<file path="src/rtl/mem_port_arb_pkg.sv">
// mem_port_arb_pkg: shared sizes for the scratch-memory port arbiter.
//   AddrW  - word address width of the 4096x24 scratch memory
//   DataW  - data width of the scratch memory
//   MaxReq - largest supported requester count
// The size macros normally come from the project-wide sizes header; the guarded
// defaults below keep this slice self-contained when that header is absent.

`ifndef HBIT_ADDR
`define HBIT_ADDR 11
`endif
`ifndef HBIT_DATA
`define HBIT_DATA 23
`endif
`ifndef MEMARB_MAX_REQ
`define MEMARB_MAX_REQ 8
`endif

package mem_port_arb_pkg;

  localparam int unsigned AddrW  = `HBIT_ADDR + 1;
  localparam int unsigned DataW  = `HBIT_DATA + 1;
  localparam int unsigned MaxReq = `MEMARB_MAX_REQ;

endpackage

</file>
<file path="src/rtl/arb_rr_pick.sv">
// arb_rr_pick: combinational round-robin picker.
//   req  - request vector, bit i = requester i
//   last - index granted most recently; the scan starts just after it
//   gnt  - one-hot grant (all zero when nothing requests)
//   any  - at least one grant issued

module arb_rr_pick #(
  parameter int unsigned N    = 3,
  parameter int unsigned IdxW = (N > 1) ? $clog2(N) : 1
) (
  input  logic [N-1:0]    req,
  input  logic [IdxW-1:0] last,
  output logic [N-1:0]    gnt,
  output logic            any
);

  logic [IdxW-1:0] idx;

  // Scan last+1 .. last+N modulo N; the first requester found wins.
  always_comb begin
    gnt = '0;
    any = 1'b0;
    idx = '0;
    for (int unsigned k = 1; k <= N; k++) begin
      idx = IdxW'((32'(last) + k) % N);
      if (!any && req[idx]) begin
        gnt[idx] = 1'b1;
        any      = 1'b1;
      end
    end
  end

endmodule

</file>
<file path="src/rtl/mem_port_arb.sv">
// mem_port_arb: shares one scratch-memory port between NUM_REQ requesters.
//   iw_clk, iw_rst_n       - clock, asynchronous active-low reset
//   iw_req/we/addr/wdata   - per-requester access request (held until granted)
//   ow_gnt                 - combinational one-hot grant; access happens this cycle
//   or_rvalid              - registered pulse the cycle after a granted read
//   ow_rdata               - read data, passed through from iw_mem_rdata
//   ow_mem_we/addr/wdata   - memory port drive (zero when idle)
//   iw_mem_rdata           - registered read data from the memory
// Policy: starvation override, then optional requester-0 priority, then round-robin.

module mem_port_arb
  import mem_port_arb_pkg::*;
#(
  parameter int unsigned NUM_REQ  = 3,
  parameter int unsigned PRIO0    = 1,
  parameter int unsigned MAX_WAIT = 8
) (
  input  logic             iw_clk,
  input  logic             iw_rst_n,
  input  logic             iw_req    [0:NUM_REQ-1],
  input  logic             iw_we     [0:NUM_REQ-1],
  input  logic [AddrW-1:0] iw_addr   [0:NUM_REQ-1],
  input  logic [DataW-1:0] iw_wdata  [0:NUM_REQ-1],
  output logic             ow_gnt    [0:NUM_REQ-1],
  output logic             or_rvalid [0:NUM_REQ-1],
  output logic [DataW-1:0] ow_rdata,
  output logic             ow_mem_we,
  output logic [AddrW-1:0] ow_mem_addr,
  output logic [DataW-1:0] ow_mem_wdata,
  input  logic [DataW-1:0] iw_mem_rdata
);

  localparam int unsigned IdxW  = (NUM_REQ > 1) ? $clog2(NUM_REQ) : 1;
  localparam int unsigned WaitW = $clog2(MAX_WAIT + 1);

  if (NUM_REQ < 2 || NUM_REQ > MaxReq) begin : g_bad_num_req
    $error("mem_port_arb: NUM_REQ out of range");
  end
  if (MAX_WAIT < 1 || MAX_WAIT > 255) begin : g_bad_max_wait
    $error("mem_port_arb: MAX_WAIT out of range");
  end

  logic [NUM_REQ-1:0] req_v;
  logic [NUM_REQ-1:0] rr_gnt;
  logic               rr_any;
  logic [IdxW-1:0]    rr_idx;
  logic               ovr;
  logic [IdxW-1:0]    ovr_idx;
  logic               gnt_any;
  logic [IdxW-1:0]    gnt_idx;
  logic [NUM_REQ-1:0] gnt;
  logic [IdxW-1:0]    last_q, last_d;
  logic [NUM_REQ-1:0] rvalid_q, rvalid_d;
  logic [WaitW-1:0]   wait_q [NUM_REQ];
  logic [WaitW-1:0]   wait_d [NUM_REQ];

  always_comb begin
    for (int i = 0; i < NUM_REQ; i++) req_v[i] = iw_req[i];
  end

  arb_rr_pick #(
    .N    (NUM_REQ),
    .IdxW (IdxW)
  ) u_rr_pick (
    .req  (req_v),
    .last (last_q),
    .gnt  (rr_gnt),
    .any  (rr_any)
  );

  always_comb begin
    rr_idx = '0;
    for (int i = 0; i < NUM_REQ; i++) begin
      if (rr_gnt[i]) rr_idx = IdxW'(i);
    end
  end

  // Descending scan so the lowest starved index ends up selected.
  always_comb begin
    ovr     = 1'b0;
    ovr_idx = '0;
    for (int i = NUM_REQ - 1; i >= 0; i--) begin
      if (req_v[i] && wait_q[i] == WaitW'(MAX_WAIT)) begin
        ovr     = 1'b1;
        ovr_idx = IdxW'(i);
      end
    end
  end

  always_comb begin
    gnt_any = 1'b0;
    gnt_idx = '0;
    if (ovr) begin
      gnt_any = 1'b1;
      gnt_idx = ovr_idx;
    end else if (PRIO0 != 0 && req_v[0]) begin
      gnt_any = 1'b1;
      gnt_idx = '0;
    end else if (rr_any) begin
      gnt_any = 1'b1;
      gnt_idx = rr_idx;
    end
    // No access may leak onto the memory port while reset is held.
    if (!iw_rst_n) gnt_any = 1'b0;
    gnt = '0;
    if (gnt_any) gnt[gnt_idx] = 1'b1;
  end

  always_comb begin
    ow_mem_we    = 1'b0;
    ow_mem_addr  = '0;
    ow_mem_wdata = '0;
    if (gnt_any) begin
      ow_mem_we    = iw_we[gnt_idx];
      ow_mem_addr  = iw_addr[gnt_idx];
      ow_mem_wdata = iw_wdata[gnt_idx];
    end
  end

  always_comb begin
    last_d = gnt_any ? gnt_idx : last_q;
    for (int i = 0; i < NUM_REQ; i++) begin
      rvalid_d[i] = gnt[i] && !iw_we[i];
      if (req_v[i] && !gnt[i]) begin
        wait_d[i] = (wait_q[i] == WaitW'(MAX_WAIT)) ? wait_q[i] : wait_q[i] + 1'b1;
      end else begin
        wait_d[i] = '0;
      end
    end
  end

  always_ff @(posedge iw_clk or negedge iw_rst_n) begin
    if (!iw_rst_n) begin
      last_q   <= IdxW'(NUM_REQ - 1);
      rvalid_q <= '0;
      for (int i = 0; i < NUM_REQ; i++) wait_q[i] <= '0;
    end else begin
      last_q   <= last_d;
      rvalid_q <= rvalid_d;
      for (int i = 0; i < NUM_REQ; i++) wait_q[i] <= wait_d[i];
    end
  end

  always_comb begin
    for (int i = 0; i < NUM_REQ; i++) begin
      ow_gnt[i]    = gnt[i];
      or_rvalid[i] = rvalid_q[i];
    end
  end

  assign ow_rdata = iw_mem_rdata;

endmodule
</file>
<file path="config.mk">
export PLATFORM = sky130hd
export DESIGN_NAME = mem_port_arb
export DESIGN_NICKNAME = d
export VERILOG_FILES = /design/src/rtl/mem_port_arb_pkg.sv /design/src/rtl/arb_rr_pick.sv /design/src/rtl/mem_port_arb.sv
export SDC_FILE = /design/constraint.sdc
export NUM_CORES = 1
export LEC_CHECK = 0
export BUFFER_PORTS_ARGS = -buffer_cell sky130_fd_sc_hd__buf_2
export CORE_UTILIZATION = 32
export CTS_BUF_LIST = sky130_fd_sc_hd__clkbuf_4 sky130_fd_sc_hd__clkbuf_8 sky130_fd_sc_hd__clkbuf_16
export DETAILED_ROUTE_END_ITERATION = 10
export PLACE_DENSITY_LB_ADDON = 0.2
export SLEW_MARGIN = 5
export SYNTH_ARGS = -nofsm -noshare
export SYNTH_HDL_FRONTEND = slang
export SYNTH_SLANG_ARGS = --single-unit
</file>
<file path="constraint.sdc">
create_clock -name iw_clk -period 3.2 [get_ports iw_clk]
set_input_delay 0.64 -clock iw_clk [delete_from_list [all_inputs] [get_ports iw_clk]]
set_output_delay 0.64 -clock iw_clk [all_outputs]
set_load 0.05 [all_outputs]
</file>
======== Word level (Yosys, flattened, before mapping) ========
Index checks and enable logic that the tools add are counted.
operators by class
  div/mod/pow operators ................... 3
  equality and inequality tests ........... 6
  order comparisons ....................... 9
  bitwise operators ....................... 3
  multiplexer cells ....................... 54
  $add $sub $neg .......................... 6
  reductions and logical operators ........ 23
operators by type and width
  cell                                                                   number
  32-bit by 2-bit modulo with 32-bit output, second input constant       3
  24-bit two-way mux                                                     3
  24-bit binary-select mux with 2-bit select                             1
  12-bit two-way mux                                                     3
  12-bit binary-select mux with 2-bit select                             1
  4-bit two-way mux                                                      6
  1-bit two-way mux                                                      21
  1-bit logical AND                                                      15
  2-bit two-way mux                                                      7
  4-bit by 1-bit adder with 4-bit output, second input constant          3
  4-bit == test, second input constant                                   3
  2-bit by 3-bit < comparator with 1-bit output, second input constant   4
  3-bit two-way mux                                                      4
  1-bit binary-select mux with 2-bit select                              4
  1-bit demux with 2-bit select                                          4
  2-bit by 1-bit >= comparator with 1-bit output, second input constant  4
  1-bit zero test                                                        8
  2-bit by 2-bit adder with 3-bit output, second input constant          2
  2-bit != test, second input constant                                   3
  3-bit bitwise OR                                                       2
  2-bit by 1-bit adder with 3-bit output, second input constant          1
  3-bit >= comparator, second input constant                             1
  2-bit inverter with 3-bit output                                       1
storage, ports and cells
  output and inout bits ................... 67
  bits in registers ....................... 17
  word-level logic and storage cells ...... 109

======== Depth between registers and ports, before layout ========
Gate-level depths: netlist (run 1).
  depth after elaboration ................. 24
  mapped depth ............................ 12
  gate-level depth less buffers ........... 9

======== Modules after synthesis ========
A second synthesis (run 1) with hierarchy kept.
unflattened totals
  cell total of the unflattened synthesis .. 336
  area, all modules ....................... 2386.0 um2
by module, submodules not included
  module        cells an instance  seq. area each (um2)  area each (um2)  times used
  mem_port_arb  297                426.7                 2118.3           1
  arb_rr_pick   39                 0.0                   267.8            1

======== Worst setup path after synthesis (run 1) ========
No wires, ideal clock.
  path type ............................... reg-to-output
  start ................................... register last_q[1]
  end ..................................... output ow_mem_addr[10]
  setup slack ............................. -0.365 ns
  buffers on the path ..................... 2
  arrival time ............................ 2.925 ns
  data required time ...................... 2.560 ns
  stages on the path, launching flop included .. 11
  cell sequence ........................... dfstp_2 ha_1 buf_2 mux2i_1 o22a_1 a31oi_1 a22oi_1 nor2_1 clkbuf_1 and2_1 a221o_1
on the way
  word-level cells in the longest chain between the ends .. 21
  elaborated cells on any way between the ends .. 53
  classes of those cells .................. add/sub: 3; div: 3; order compare: 6; mux: 31; bitwise: 3; reduce/logical: 7
RTL lines
  element                                                                                      line                                  RTL
  start, declared                                                                              mem_port_arb.sv:52                    logic [IdxW-1:0] last_q, last_d;
  start signal, assigned                                                                       mem_port_arb.sv:134                   last_q <= IdxW'(NUM_REQ - 1);
  start signal, assigned                                                                       mem_port_arb.sv:138                   last_q <= last_d;
  2-bit by 1-bit adder with 3-bit output                                                       arb_rr_pick.sv:25                     idx = IdxW'((32'(last) + k) % N);
  32-bit by 2-bit modulo with 32-bit output                                                    arb_rr_pick.sv:25
  2-bit by 3-bit < comparator with 1-bit output (implied by the code) (tied with other cells)  arb_rr_pick.sv:27                     gnt[idx] = 1'b1;
  1-bit logical AND (implied by the code) or 1-bit two-way mux (tied branches)                 arb_rr_pick.sv:27, arb_rr_pick.sv:26
  1-bit two-way mux (on tied branches)                                                         arb_rr_pick.sv:27, arb_rr_pick.sv:26
  1-bit demux with 2-bit select or 1-bit zero test (tied branches)                             --
  3-bit two-way mux or 1-bit logical AND (tied branches)                                       arb_rr_pick.sv:26                     if (!any && req[idx]) begin
  3-bit bitwise OR (no source line) or 1-bit two-way mux (tied branches)                       --
  [4 not listed]                                                                               --
  2-bit two-way mux                                                                            mem_port_arb.sv:74                    if (rr_gnt[i]) rr_idx = IdxW'(i);
  2-bit two-way mux                                                                            mem_port_arb.sv:99                    end else if (rr_any) begin
  2-bit two-way mux                                                                            mem_port_arb.sv:96                    end else if (PRIO0 != 0 && req_v[0]) begin
  2-bit two-way mux                                                                            mem_port_arb.sv:93                    if (ovr) begin
  2-bit inverter with 3-bit output (implied by the code)                                       mem_port_arb.sv:115                   ow_mem_addr = iw_addr[gnt_idx];
  12-bit binary-select mux with 2-bit select                                                   mem_port_arb.sv:115
  12-bit two-way mux (implied by the code) (2 in a row)                                        mem_port_arb.sv:115
  12-bit two-way mux (*)                                                                       mem_port_arb.sv:113                   if (gnt_any) begin
  end, declared                                                                                mem_port_arb.sv:28                    output logic [AddrW-1:0] ow_mem_addr,
Every way passes the cells marked *; elsewhere a longest branch is shown, timed or not. The select of a mux whose other input is x is not followed.

======== Final worst setup path (run 1) ========
  start ................................... register last_q[1]
  end ..................................... output ow_mem_addr[5]
The elaborated chain is that of the path after synthesis.

==> metrics.yaml, run 1 <==
cells_and_area:
  final_core_util: 0.6027
  multi_input_area_um2: 1413
  n_antenna_cell: 0
  fillers: 521
  seqCellArea_um2: 426.7
  syn_to_final_growth_pct: 81.01
  drive_above_1_share: 0.6150
  num-nets-final: 551
power:
  p_int_mw: 1.161
  vdd_drop_max_v: 0.0003997
  swShare: 0.4895
  leakage_nw: 1.797
  power.share.clock: 0.077
  switchingPower_mw: 1.113
  p_per_area_nw_per_um2: 633.7
  pwr-share-comb: 0.808
  p_seq_frac: 0.115
setup_path:
  arrival_ns: 2.90
  cp.required_ns: 2.56
  startpoint_type: "flip-flop"
  worst-path-max-fanout: 10
  worstSetupPathType: "reg2out"
  endpoint_kind: "output port"
clock_network:
  root_buffer: "clkbuf_8"
  cts_num_sinks: 17
  postCtsHoldBufs: 0
  cts_max_path_buffers: 2
  cts_buffers: 3
  cts-htree-levels: 1
  cts_tree: "done"
  clkTransAtPathRegs_ns: 0.07
  clock_latency_ns: 0.26
logic_synthesis:
  yosysSeqAreaShare: 0.2151
  netlist_area_um2: 1983
  ys_ff_latch: 17
  yosys_warnings: 0
  syn-num-nets: 381
  synth_common_cells: "a221o_1 (37), and2_1 (37), buf_4 (24)"
  synth_area_leaders: "dfrtp_1 (20%), a221o_1 (19%), and2_1 (12%)"
  synthDistinctLibCells: 41
  syn_inst: 231
  yosysTopAreaCell: "dfrtp_1"
  synth_top_area_frac: 0.2019
  syn_avg_cell_area_um2: 8.585
  synth_ff_type: "dfrtp_1"
  async_flop_share: 1.000
  synth_edf_count: 0
timing:
  fmax_mhz: 282.3
  min_period_over_period: 1.107
  fin_ws_ns: -0.3420
  fin_skew_ns: 0.004059
  relSlewSlack: 0.6995
  rsz0062_at_grt: "true"
  hold_viol: 0
  tightest_slew_ns: 0.4461
  min_period_ns: 3.542
  maxSlewViolCount: 0
  setup_viol: 39
placed_design:
  hpwl_mm: 5.810
  place_congestion: 0.8488
  port-buffer-count: 158
  pre_cts_ws_ns: -0.2196
global_route:
  grt_max_degree: 26
  grt_pass1_vias: 2191
  gr-usage-all-layers: 0.2186
  grt_pass1_wl_mm: 10.70
  overflow: 0
  antenna_found_initial: 0
floorplan:
  die_height_um: 80.73
  rows: 28
  start_util: 0.3330
  die_x_um: 80.73
  io_pins: 207
  core_um2: 5956
  die_area_um2: 6517
min_path:
  hold_class: "in2async"
route:
  drtIter0Drc: 87
  vias: 2367
  drc: 0
  detail_route.wl_per_cell_um: 16.87
  via_per_inst: 4.983
  drt-pass1-iter-count: 4
  ant_nets: 0
  wirelength_mm: 8.012
status:
  violations: "negative setup slack"
  status: "finished, violations left"
flow_run:
  drv_cap: 0
==> power groups by stage <==
| stage | Clock, mW | Sequential [mW] | Combinational [mW] |
|---|---|---|---|
| detailed placement | 0 | 0.262 | 1.35 |
| global placement | 0 | 0.260 | 1.34 |
| CTS | 0.180 | 0.259 | 1.64 |
| global route | 0.189 | 0.265 | 1.93 |
| finish | 0.176 | 0.262 | 1.84 |
| floorplan | 0 | 0.277 | 1.03 |
==> kinds of logic after synthesis <==
logic type                 synth area share
adders and majority gates           0.06309
xor gates and xnor gates            0.03975
and+or+nand+nor                      0.2259
DFF                                  0.2151
AOI/OAI and AO/OA                    0.2662
buffers and inverters                0.1546
muxes                               0.03533
==> cell usage in the layout, fill, tap and decap left out, drive strengths merged <==
master | Yosys | routed
buf | 34 | 200
and2 | 38 | 41
a221o | 37 | 37
dfrtp | 16 | 16
inv | 11 | 11
nor2 | 10 | 10
ha | 10 | 10
nand2 | 8 | 8
nor3 | 8 | 8
mux2i | 7 | 7
xnor2 | 6 | 6
nand3 | 5 | 5
clkbuf | 6 | 5
a21oi | 4 | 4
o21ai | 4 | 4
nand2b | 3 | 3
xor2 | 3 | 3
o22a | 3 | 3
a211oi | 2 | 2
a22oi | 2 | 2
a21o | 2 | 2
and4b | 2 | 2
or2 | 1 | 1
o211ai | 1 | 1
o31ai | 1 | 1
a31oi | 1 | 1
o21bai | 1 | 1
and3b | 1 | 1
a21boi | 1 | 1
nor2b | 1 | 1
nor4 | 1 | 1
bufbuf | 0 | 1
dfstp | 1 | 1
==> state kept, by name (all words and copies together), names as in the netlist <==
signal / count
last_q: 2
rvalid_q: 3
wait_q: 12
==> critical path, cell delays in order (launching register included) <==
cell and delay, ns:
dfstp_2 0.61, ha_4 0.25, mux2i_1 0.18, o22a_4 0.20, nand3_2 0.08, a211oi_2 0.25
buf_4 0.16, o21ai_4 0.08, and2_4 0.19, buf_12 0.13, a221o_2 0.34, buf_6 0.16
==> area by class of cell <==
cell class / count / area share
clock buffers: 4 / 0.01359
repair buffers: 202 / 0.4364
flip-flops and latches: 17 / 0.1189
inverters: 11 / 0.01150
multi-input cells: 166 / 0.3935
well taps: 75 / 0.02614
==> repair_timing <==
item,4_1_cts,5_1_grt
setup endpoints to repair,40,40
gates cloned,3,3
gates resized for setup,88,26
buffers inserted,2,11
pin swaps,9,29
==> metal layers <==
| layer | routed length (um) | vias to the layer above | GRT usage |
|---|---|---|---|
| met2 | 4063 | 98 | 0.3763 |
| met4 | 121 | 0 | 0.07679 |
| met1 | 3323 | 1089 | 0.2698 |
| li1 | - | 1162 | - |
| met3 | 505 | 18 | 0.04205 |
| met5 | 0 | - | 0 |
==> final timing paths <==
kind | from | to | slack [ns] | cells after the start
setup / recovery | last_q[1] | ow_mem_addr[5] | -0.34 | 11
hold / removal | iw_rst_n | rvalid_q[1] | 0.23 | 1
setup reg to reg | last_q[1] | wait_q[6] | 0.43 | 14
hold reg to reg | wait_q[11] | wait_q[11] | 0.54 | 2
max in group asynchronous | iw_rst_n | wait_q[6] | 2.54 | 2
min in group iw_clk | iw_we[2] | rvalid_q[0] | 0.54 | 2
==> through the flow <==
stage | area, um2 | TNS [ns] | hold WS [ns] | total power, mW | std cells
CTS | 3348 | -10.73 | 0.2270 | 2.083 | 461
detailed placement | 2919 | -4.400 | 0.5070 | 1.615 | 452
global route | 3590 | -15.86 | 0.2305 | 2.386 | 475
global placement | 2919 | -2.816 | 0.5041 | 1.604 | 452
finish | 3590 | -12.03 | 0.2286 | 2.275 | 475
floorplan | 2023 | 0 | 0.3444 | 1.311 | 231
Power figures use the tool's default switching activity.
==> run 2, diff against run 1 <==
--- a/config.mk
+++ b/config.mk
@@ -10,6 +10,7 @@
 export CTS_BUF_LIST = sky130_fd_sc_hd__clkbuf_4 sky130_fd_sc_hd__clkbuf_8 sky130_fd_sc_hd__clkbuf_16
 export DETAILED_ROUTE_END_ITERATION = 10
 export PLACE_DENSITY_LB_ADDON = 0.2
+export SETUP_SLACK_MARGIN = 0.05
 export SLEW_MARGIN = 5
 export SYNTH_ARGS = -nofsm -noshare
 export SYNTH_HDL_FRONTEND = slang
==> metrics.yaml, run 2 (synthesis gave the netlist of run 1 again) <==
floorplan:
  die_area_um2: 6517  # unchanged
  die_x_um: 80.73  # unchanged
  rows: 28  # unchanged
  io_pins: 207  # unchanged
  die_height_um: 80.73  # unchanged
  core_um2: 5956  # unchanged
  start_util: 0.3330  # unchanged
setup_path:
  path_cells: "ha_4 -> buf_4 -> inv_1 -> a21oi_1 -> o21ai_2 -> a211oi_4 -> a22oi_2 -> nor2_4 -> clkbuf_16 -> a221o_2 -> buf_8"
  crit_buf_inv: 4  # +1
  crit_family: "compound AO/OA/AOI/OAI gates"
  worst-path-max-fanout: 6  # -4
  slowest_delay_ns: 0.62  # about the same
  worstSetupPathType: "reg2out"
  critPathSlowestCell: "dfstp_2"
  cp.required_ns: 2.56  # about the same
  arrival_ns: 2.87  # -0.03 ns
  startpoint_type: "flip-flop"
  endpoint_kind: "output port"
cells_and_area:
  final_cell_mix: "buf_2 (118), and2_1 (37), a221o_2 (34)"
  largest_register_ffs: 12  # unchanged
  final_core_util: 0.5878  # -0.01492
  drive_above_1_share: 0.6650  # +0.04996
  n_antenna_cell: 0  # unchanged
  reg_top3: "wait_q: 12 flops, rvalid_q: 3 flops, last_q: 2 flops"
  fin_area_um2: 3501  # -2.5%
  regMostFlops: "wait_q"
  final_common_cell: "buf_2"
  final_cells: 466  # -1.9%
  syn_to_final_growth_pct: 76.53
  num-nets-final: 542  # -1.6%
clock_network:
  cts_max_path_buffers: 2  # unchanged
  clock_latency_ns: 0.26  # about the same
  root_buffer: "clkbuf_8"
  cts_buffers: 3  # unchanged
  cts_tree: "done"
  cts_num_sinks: 17  # unchanged
  cts-htree-levels: 1  # unchanged
  clkTransAtPathRegs_ns: 0.08  # about the same
timing:
  tightest_slew_ns: 0.4942  # +0.04816 ns
  fin_ws_ns: -0.3106  # +0.03144 ns
  fmax_mhz: 284.9  # +0.90%
  hold_viol: 0  # unchanged
  relSlewSlack: 0.6670  # -0.03244
  maxSlewViolCount: 0  # unchanged
  fin_skew_ns: 0.004924  # +0.0008651 ns
  setup_viol: 38  # -2.6%
  min_period_ns: 3.511  # -0.03144 ns
  rsz0062_at_grt: "true"
  tns_ns: -10.98  # +1.048 ns
  min_period_over_period: 1.097  # -0.009825
global_route:
  gr-usage-all-layers: 0.2463  # +0.02765
  grt_pass1_wl_mm: 11.79  # +10%
  overflow: 0  # unchanged
  antenna_found_initial: 0  # unchanged
  grt_pass1_vias: 2242  # +2.3%
  grt_max_degree: 23  # -12%
power:
  vdd_drop_max_v: 0.0004118  # +3.0%
  p_per_area_nw_per_um2: 642.4  # +1.4%
  leakage_nw: 1.737  # -3.3%
route:
  wirelength_mm: 8.615  # +7.5%
  vias: 2451  # +3.5%
  drt-pass1-iter-count: 4  # unchanged
  via_per_inst: 5.260  # +5.5%
  detail_route.wl_per_cell_um: 18.49  # +9.6%
  ant_nets: 0  # unchanged
  drtIter0Drc: 72  # -17%
  drc: 0  # unchanged
placed_design:
  port-buffer-count: 158  # unchanged
  placed_area_um2: 2879  # -1.4%
  place_congestion: 0.8736  # +2.9%
  pre_cts_ws_ns: -0.1479  # +0.07171 ns
  place_inst: 445  # -1.5%
  hpwl_mm: 5.666  # -2.5%
flow_run:
  drv_cap: 0  # unchanged
status:
  violations: "negative setup slack"
  status: "finished, violations left"
min_path:
  hold_class: "in2async"
[run 2: report_power, final]
group,switching [mW],internal (mW)
clock,0.0831,0.0866
combinational,1.03,0.788
sequential,0.0211,0.242
total,1.13,1.12
[run 2: path summary, 6_finish.rpt]
check	startpoint	slack, ns	to	cells past startpoint
max in group asynchronous	iw_rst_n	2.54	last_q[1]	2
worst min-delay path	iw_rst_n	0.41	wait_q[9]	2
worst max-delay path	last_q[1]	-0.31	ow_mem_wdata[12]	11
worst max register to register	last_q[1]	0.67	wait_q[6]	10
worst min register to register	wait_q[11]	0.55	wait_q[11]	2
min in group iw_clk	wait_q[11]	0.55	wait_q[11]	2
[run 2: area by class of cell]
class	instances	area, um2
Clock inverter	1	5.005
Clock buffer	3	41.29
Timing Repair Buffer	189	1389
Fill cell	521	2455
Multi-Input combinational cell	170	1504
Tap cell	75	93.84
Sequential cell	17	426.7
Inverter	11	41.29
[run 2: timing repair]
action | CTS | global route
pin swaps | 15 | 11
setup endpoints to repair | 40 | 40
setup buffers | 5 | 2
hold buffers | 0 | 0
resized for setup | 103 | 16
gates cloned | 8 | 2
[run 2: stage by stage]
step	power (mW)	hold WS, ns
2_1_floorplan	1.340	0.3444
3_3_place_gp	1.600	0.5266
3_5_place_dp	1.605	0.5334
4_1_cts	2.180	0.4200
5_1_grt	2.362	0.4376
6_report	2.249	0.4071
[run 2: worst reg2reg max path: stages (launching register included)]
cell	delay, ns
dfstp_2	0.62
ha_4	0.25
mux2i_1	0.19
o22a_4	0.20
nand3_2	0.09
a211oi_4	0.27
a22oi_2	0.16
nor2_4	0.28
buf_6	0.19
buf_4	0.12
nor4_1	0.04
[run 2: layer usage]
metal | global-route usage | wire length [um] | vias up
li1 | - | - | 1147
met1 | 0.2960 | 3380 | 1172
met5 | 0 | 0 | -
met4 | 0.05179 | 85 | 0
met3 | 0.04659 | 613 | 10
met2 | 0.4508 | 4534 | 122
